### config.mk
export PLATFORM = sky130hd
export DESIGN_NAME = cnu_serial
export DESIGN_NICKNAME = d
export VERILOG_FILES = /design/src/rtl/cnu_serial.sv
export SDC_FILE = /design/constraint.sdc
export NUM_CORES = 1
export LEC_CHECK = 0
export BUFFER_PORTS_ARGS = -buffer_cell sky130_fd_sc_hd__buf_4
export CORE_MARGIN = 5
export CORE_UTILIZATION = 53
export CTS_CLUSTER_SIZE = 20
export DETAILED_ROUTE_END_ITERATION = 8
export PLACE_DENSITY = 0.76
export SYNTH_ARGS = -nofsm -noshare
export SYNTH_HDL_FRONTEND = slang
export SYNTH_SLANG_ARGS = --single-unit
### constraint.sdc
create_clock -name clk -period 3.8 [get_ports clk]
set_input_delay 0.38 -clock clk [delete_from_list [all_inputs] [get_ports clk]]
set_output_delay 0.38 -clock clk [all_outputs]
set_load 0.01 [all_outputs]
### src/rtl/cnu_serial.sv
// Serial min-sum check node unit.
// Accepts DC variable-to-check messages one per handshake, tracks the sign
// product, the two smallest saturated magnitudes and the position of the
// smallest, then emits DC check-to-variable messages one per handshake.
module cnu_serial #(
    parameter int IN_W   = 9,
    parameter int OUT_W  = 6,
    parameter int DC     = 6,
    parameter int OFFSET = 0,
    localparam int IDX_W = (DC > 1) ? $clog2(DC) : 1,
    localparam int MAXM  = (1 << (OUT_W - 1)) - 1
) (
    input  logic             clk,
    input  logic             rst_n,
    input  logic [IN_W-1:0]  q_in,
    input  logic             in_valid,
    output logic             in_ready,
    output logic [OUT_W-1:0] r_out,
    output logic             out_valid,
    input  logic             out_ready,
    output logic [IDX_W-1:0] r_idx
);

    localparam int MAG_W = OUT_W - 1;
    localparam int WIDE_W = IN_W + 1;
    localparam logic [MAG_W-1:0] MAG_MAX = MAG_W'(MAXM);
    localparam logic [MAG_W-1:0] MAG_OFF = MAG_W'(OFFSET);
    localparam logic [IDX_W-1:0] LAST    = IDX_W'(DC - 1);

    typedef enum logic {ACC, EMIT} state_t;

    state_t            state, state_nxt;
    logic [IDX_W-1:0]  cnt, cnt_nxt;
    logic [MAG_W-1:0]  min1, min1_nxt;
    logic [MAG_W-1:0]  min2, min2_nxt;
    logic [IDX_W-1:0]  idx, idx_nxt;
    logic [DC-1:0]     sgn_reg, sgn_reg_nxt;
    logic              sgn_prod, sgn_prod_nxt;
    logic [OUT_W-1:0]  r_out_nxt;
    logic [IDX_W-1:0]  r_idx_nxt;
    logic [MAG_W-1:0]  mag_in;
    logic [MAG_W-1:0]  m_sel;
    logic              neg_sel;

    // |q| clamped to the largest representable output magnitude; the extra
    // bit keeps the most negative input from wrapping back to itself.
    function automatic logic [MAG_W-1:0] sat_mag(input logic [IN_W-1:0] q);
        logic [WIDE_W-1:0] wide;
        wide = q[IN_W-1] ? (WIDE_W'(0) - {q[IN_W-1], q}) : {1'b0, q};
        if (wide > WIDE_W'(MAXM))
            sat_mag = MAG_MAX;
        else
            sat_mag = wide[MAG_W-1:0];
    endfunction

    // Offset correction floored at zero, then sign application; a zero
    // magnitude stays zero whatever the sign.
    function automatic logic [OUT_W-1:0] signed_out(input logic [MAG_W-1:0] m,
                                                    input logic neg);
        logic [MAG_W-1:0] mo;
        mo = (m > MAG_OFF) ? (m - MAG_OFF) : '0;
        signed_out = neg ? (OUT_W'(0) - {1'b0, mo}) : {1'b0, mo};
    endfunction

    assign mag_in    = sat_mag(q_in);
    assign in_ready  = (state == ACC);
    assign out_valid = (state == EMIT);

    // Next-state, accumulation and the next registered output value.
    // The output is computed from the post-update values so that r_out is
    // already correct in the first EMIT cycle and holds during a stall.
    always_comb begin
        state_nxt    = state;
        cnt_nxt      = cnt;
        min1_nxt     = min1;
        min2_nxt     = min2;
        idx_nxt      = idx;
        sgn_reg_nxt  = sgn_reg;
        sgn_prod_nxt = sgn_prod;
        m_sel        = '0;
        neg_sel      = 1'b0;
        r_out_nxt    = '0;
        r_idx_nxt    = '0;

        case (state)
            ACC: begin
                if (in_valid) begin
                    sgn_reg_nxt[cnt] = q_in[IN_W-1];
                    sgn_prod_nxt     = sgn_prod ^ q_in[IN_W-1];
                    if (mag_in < min1) begin
                        min2_nxt = min1;
                        min1_nxt = mag_in;
                        idx_nxt  = cnt;
                    end else if (mag_in < min2) begin
                        min2_nxt = mag_in;
                    end
                    if (cnt == LAST) begin
                        state_nxt = EMIT;
                        cnt_nxt   = '0;
                    end else begin
                        cnt_nxt = cnt + IDX_W'(1);
                    end
                end
            end
            EMIT: begin
                if (out_ready) begin
                    if (cnt == LAST) begin
                        state_nxt    = ACC;
                        cnt_nxt      = '0;
                        min1_nxt     = MAG_MAX;
                        min2_nxt     = MAG_MAX;
                        idx_nxt      = '0;
                        sgn_prod_nxt = 1'b0;
                    end else begin
                        cnt_nxt = cnt + IDX_W'(1);
                    end
                end
            end
            default: state_nxt = ACC;
        endcase

        if (state_nxt == EMIT) begin
            m_sel     = (cnt_nxt == idx_nxt) ? min2_nxt : min1_nxt;
            neg_sel   = sgn_prod_nxt ^ sgn_reg_nxt[cnt_nxt];
            r_out_nxt = signed_out(m_sel, neg_sel);
            r_idx_nxt = cnt_nxt;
        end
    end

    // State, accumulators and registered outputs; reset drops any partial check.
    always_ff @(posedge clk or negedge rst_n) begin
        if (!rst_n) begin
            state    <= ACC;
            cnt      <= '0;
            min1     <= MAG_MAX;
            min2     <= MAG_MAX;
            idx      <= '0;
            sgn_reg  <= '0;
            sgn_prod <= 1'b0;
            r_out    <= '0;
            r_idx    <= '0;
        end else begin
            state    <= state_nxt;
            cnt      <= cnt_nxt;
            min1     <= min1_nxt;
            min2     <= min2_nxt;
            idx      <= idx_nxt;
            sgn_reg  <= sgn_reg_nxt;
            sgn_prod <= sgn_prod_nxt;
            r_out    <= r_out_nxt;
            r_idx    <= r_idx_nxt;
        end
    end

endmodule
; ---- Word level (Yosys, flattened, before mapping)
; Index checks and enable logic that the tools add are counted.
[word_totals]
elab_cells = 68
input_bits = 13
register_bits = 33
out_inout_bits = 11
[classes]
n_eq_ne = 2
bitwise = 3
addsub = 3
n_reduce_logical = 1
n_lt_le_gt_ge = 7
mux = 43
[ops]
columns = op, n
row1 = 5-bit two-way mux, 12
row2 = 3-bit two-way mux, 8
row3 = 6-bit two-way mux, 4
row4 = 5-bit case mux with 2 select lines, 2
row5 = 3-bit case mux with 2 select lines, 2
row6 = "10-bit by 5-bit greater-than comparator with 1-bit output, second input constant", 1
row7 = 5-bit < comparator, 2
row8 = 10-bit two-way mux, 1
row9 = "1-bit by 9-bit subtractor with 10-bit output, first input constant", 1
row10 = 1-bit two-way mux, 9
row11 = "3-bit by 4-bit < comparator with 1-bit output, second input constant", 2
row12 = 6-bit bitwise mux, 1
row13 = "1-bit by 5-bit subtractor with 6-bit output, first input constant", 1
row14 = "5-bit by 1-bit greater-than comparator with 1-bit output, second input constant", 1
row15 = 1-bit case mux with 2 select lines, 2
row16 = "3-bit by 1-bit adder with 3-bit output, second input constant", 1
row17 = 1-bit binary-select mux with 3-bit select, 1
row18 = 1-bit demux with 3-bit select, 1
row19 = 3-bit equality test, 1
row20 = "3-bit equality test, second input constant", 1
row21 = "3-bit by 1-bit greater-or-equal comparator with 1-bit output, second input constant", 1
row22 = 1-bit bitwise XOR, 2
row23 = 1-bit logical AND, 1
row24 = 1-bit inverter, 1

; ---- Logic depth before layout (Yosys ltp)
[logic_depth]
depth_word = 15
depth_mapped = 22

; ---- Least setup slack after synthesis
; OpenSTA, ideal clock, no wires.
[synth_timing]
kind = input port to flip-flop
startpoint = in q_in[8]
endpoint = reg r_out[4]
slack_ns = -0.766
path_stages = 19
required_time_ns = 3.734
setup_time_ns = 0.066
t_arrival_ns = 4.500
cell_sequence = nor4_4 -> a211o_1 -> nand2_1 -> or3_2 -> ha_1 -> nor2_1 -> o31ai_1 -> o21ai_0 -> or3_4 -> xnor2_1 -> nand3_1 -> buf_6 -> mux2i_1 -> ha_1 -> inv_1 -> nor3_1 -> a21o_1 -> or4_1 -> nand2_1
[synth_between]
elab_chain_len = 15
word_cells_on_any_way = 32
classes_between = add/sub (2) / order compare (4) / eq/ne (1) / mux (23) / bitwise (2)
[synth_lines]
columns = item, line_no
row1 = start: declaration, 15  ; input logic [IN_W-1:0] q_in,
row2 = 1-bit by 9-bit subtractor with 10-bit output, 49  ; wide = q[IN_W-1] ? (WIDE_W'(0) - {q[IN_W-1], q}) : {1'b0, q};
row3 = 10-bit two-way mux *, 49
row4 = 10-bit by 5-bit greater-than comparator with 1-bit output, 50  ; if (wide > WIDE_W'(MAXM))
row5 = 5-bit two-way mux *, 50
row6 = 5-bit < comparator *, 90  ; if (mag_in < min1) begin
row7 = 3-bit two-way mux *, 90
row8 = 3-bit two-way mux *, 87  ; if (in_valid) begin
row9 = 3-bit case mux with 2 select lines *, 85  ; case (state)
row10 = named net idx_nxt[2], 36  ; logic [IDX_W-1:0] idx, idx_nxt;
row11 = 3-bit equality test *, 123  ; m_sel = (cnt_nxt == idx_nxt) ? min2_nxt : min1_nxt;
row12 = 5-bit two-way mux *, 123
row13 = 5-bit by 1-bit greater-than comparator with 1-bit output, 61  ; mo = (m > MAG_OFF) ? (m - MAG_OFF) : '0;
row14 = 5-bit two-way mux *, 61
row15 = 1-bit by 5-bit subtractor with 6-bit output, 62  ; signed_out = neg ? (OUT_W'(0) - {1'b0, mo}) : {1'b0, mo};
row16 = 6-bit two-way mux *, 62
row17 = 6-bit two-way mux *, 122  ; if (state_nxt == EMIT) begin
row18 = named net r_out_nxt[4], 39  ; logic [OUT_W-1:0] r_out_nxt;
row19 = end signal: assignment, 150  ; r_out <= r_out_nxt;
row20 = end: declaration, 18  ; output logic [OUT_W-1:0] r_out,
; Mark *: on every way through the listed nets, which the timed path passes. The rest lies on a longest branch. The select of a mux whose other input is x is not followed.

; ---- Worst setup path after layout
[layout_timing]
startpoint = in q_in[1]
endpoint = reg r_out[4]
[layout_between]
elab_chain_len = 15
word_cells_on_any_way = 23
classes_between = add/sub (2) / order compare (4) / eq/ne (1) / mux (16)
[layout_lines]
columns = item, line_no
row1 = 1-bit by 9-bit subtractor with 10-bit output, 49
row2 = 10-bit two-way mux *, 49
row3 = 10-bit by 5-bit greater-than comparator with 1-bit output, 50
row4 = 5-bit two-way mux *, 50
row5 = "5-bit < comparator, on equally long branches", "90, 94"
row6 = 3-bit two-way mux / 5-bit two-way mux (equally long branches), "90, 94"
row7 = 3-bit two-way mux / 5-bit two-way mux (equally long branches), "87, 90"
row8 = 3-bit case mux with 2 select lines / 5-bit two-way mux (equally long branches), "85, 87"
row9 = 3-bit equality test / 5-bit case mux with 2 select lines (equally long branches), "123, 85"
row10 = 5-bit two-way mux *, 123
row11 = 5-bit by 1-bit greater-than comparator with 1-bit output, 61
row12 = 5-bit two-way mux *, 61
row13 = 1-bit by 5-bit subtractor with 6-bit output, 62
row14 = 6-bit two-way mux *, 62
row15 = 6-bit two-way mux *, 122
row16 = named net r_out_nxt[4], 39
; Mark *: on every way through the listed nets, which the timed path passes. The rest lies on a longest branch.

==> metrics.cfg <==
[run_status]
outcome=complete, but fails checks
violations=setup timing

[critical_path]
endpoint_kind=flop
timing.critical_path.buf_inv=4
crit_start=q_in[1]
r2r_slack_ps=190
r2r_start=min1[3]
path_delay_family=simple AND/OR/NAND/NOR gates
critical_path_class=input port to flop
cp_max_fo=6
critPathMaxStageDelay_ps=440
rr_worst_depth=17
worst_r2r_endpoint=r_out[4]
cp_slowest_cell=or3_4
worstPathCellList=buf_12 -> inv_12 -> ha_4 -> or3b_4 -> buf_6 -> o22ai_4 -> or3_4 -> ha_4 -> a21oi_4 -> o211ai_1 -> or3_4 -> o21ai_4 -> nand3_2 -> a21oi_2 -> nand3_4 -> mux2i_2 -> ha_2 -> inv_2 -> nor3_2 -> a21o_1 -> or4_1 -> nand2_1
cp.depth=22
critPathRequiredTime_ps=4020
crit_end=r_out[4]
cp-start-kind=input port
crit_arrival_ps=4370

[logic_synthesis]
ys_seq_area_frac=0.3596
synthAdderAreaFrac=0.05368
ys_types=62
synth_compound_area_frac=0.2120
syn_avg_cell_area_um2=9.399
yosys.area_share.simple=0.2061
synth_ff_type=dfrtp_1
muxShareOfSynthArea=0.08749
netlist_area_mm2=0.002331
synth_xor_area_frac=0.03006
synth_top_family_by_area=compound AO/OA/AOI/OAI gates
syn_nets=271
ys.warnings.count=0
synthArstFlopShare=1.000
synth_seq_cells=33
synthCells=248
synth-edff-count=0

[pwr]
p_int_uw=1954
p_leak_uw=0.001571
power_frac_seq=0.195
clock_power_share=0.078
p_sw_frac=0.4422
p_sw_uw=1549
peakVddDrop_mv=0.6802
comb_power_share=0.727
power_density_mw_per_mm2=1008

[clock_network]
cts_sinks=33
cts_tree=done
cts_inserted_buffers=5
cts_max_path_buffers=2
path_clk_slew_ps=70
root_buffer=clkbuf_8
cts_max_level=2
insertion_delay_ps=290

[sta]
finalCritPeriodShare=1.093
relSlewSlack=0.4206
drv_slew=0
worst_pin_slew_ps=865.9
min_period_ps=4152
tns_ps=-774.0
hold_viol=0
worst_slack_ps=-351.6
setup_viol=4
grt_setup_unrepaired=true
clock_skew_ps=8.130
max_freq_mhz=240.9

[routing]
drt_iter0_drc=261
drc_errors=0
drt_wl_total_um=7664
vias=2418
ant_nets=0
via_per_inst=6.232
routedWlPerCell_um=19.75
first_pass_iters=4

[finish]
synthToLayoutAreaGrowth_pct=49.01
insertedDiodeCount=0
layoutNonFillerInstCount=388
final_common_cell=buf_4
finalNetCount=358
drive_gt1_frac=0.5208
fillers=266
final_cell_mix=80 x buf_4, 23 x dfrtp_1, 17 x inv_1, 17 x nor2_1, 13 x nand2_1

[flow_run]
cap_viol_max_count=0

[floorplan]
num_io_pins=24
die_h_um=76.32
initial_utilization=0.5391
std_cell_rows=24
dieArea_mm2=0.005825
core_mm2=0.004324
dieWidth_um=76.32

[global_routing]
grt_overflow_total=0
grt_pass1_wl_um=11050
grt_pass1_vias=2402
grt_antenna_before_repair=0
gr-usage-all-layers=0.2299
grt_max_degree=34

[placement]
io_buffers=23
place_inst=359
place_ws_ps=-764.7
hpwl_um=4690
gp_congestion=0.8712

[hold_path]
hold_path.class=input port to async pin

## cells by family after synthesis
logic type / count (synthesis)
and+or+nand+nor: 84
AOI/OAI and AO/OA: 66
DFF: 33
buffers and inverters: 29
muxes: 18
adders and majority gates: 10
xor gates and xnor gates: 8
## layer usage
metal / GRT usage / part of all wire
met4: 0.09266 / 0.047
met5: 0 / 0
met2: 0.3938 / 0.50
met1: 0.2834 / 0.40
met3: 0.04137 / 0.061
## synth_stat cells, types with 3 or more instances
master	count	share of area
o211ai_1	3	0.0097
inv_1	20	0.032
xnor2_1	5	0.019
dfstp_2	10	0.11
clkbuf_1	6	0.0097
dfrtp_1	23	0.25
a21oi_1	11	0.024
a211oi_1	4	0.013
xor2_1	3	0.011
o21ai_0	9	0.019
mux2_2	9	0.043
nand3_1	11	0.024
ha_1	10	0.054
a31oi_1	6	0.016
nand2b_1	4	0.011
o32ai_1	5	0.019
o31ai_1	5	0.016
mux2i_1	8	0.034
o21a_1	3	0.0097
nand2_1	16	0.026
nor3_1	7	0.015
nor2_1	18	0.029
## final cells by class
type	instances	area (um^2)	share of cell area
repair buffers	89	710.7	0.2046
inverters	20	92.59	0.02666
clock buffers	8	90.09	0.02594
multi-input cells	186	1677	0.4827
flip-flops and latches	33	838.3	0.2414
well taps	52	65.06	0.01873
## power groups by stage
stage | Clock [uW] | Combinational (uW) | Sequential (uW)
2_1_floorplan | 0 | 1200 | 625
3_3_place_gp | 0 | 1780 | 664
3_5_place_dp | 0 | 1820 | 668
4_1_cts | 279 | 2080 | 663
5_1_grt | 298 | 2710 | 699
6_report | 275 | 2550 | 682
## timing repair
action / in CTS / in global routing
hold buffers: 0 / 0
setup buffers: 13 / 11
pin swaps: 14 / 8
resized for setup: 17 / 34
setup endpoints to repair: 5 / 6
## stage by stage
| stage | total power (uW) | utilization | area [um^2] | hold WS [ps] |
|---|---|---|---|---|
| after floorplan | 1828 | - | 2430 | 84.41 |
| after global placement | 2443 | 0.6849 | 2962 | 338.9 |
| after detailed placement | 2483 | 0.6849 | 2962 | 340.3 |
| after CTS | 3025 | 0.7471 | 3231 | 29.05 |
| after global routing | 3710 | 0.8032 | 3473 | 49.69 |
| final | 3503 | 0.8032 | 3473 | 29.03 |
## worst min-delay path by stage
stage,start,cells past startpoint,endpoint
finish,rst_n,1,r_idx[2]
global route,rst_n,1,r_idx[1]
global placement,rst_n,1,r_out[3]
floorplan,rst_n,0,cnt[0]
CTS,rst_n,1,idx[1]
detailed placement,rst_n,1,r_out[3]
No activity file was read; power rests on OpenSTA's default activity.
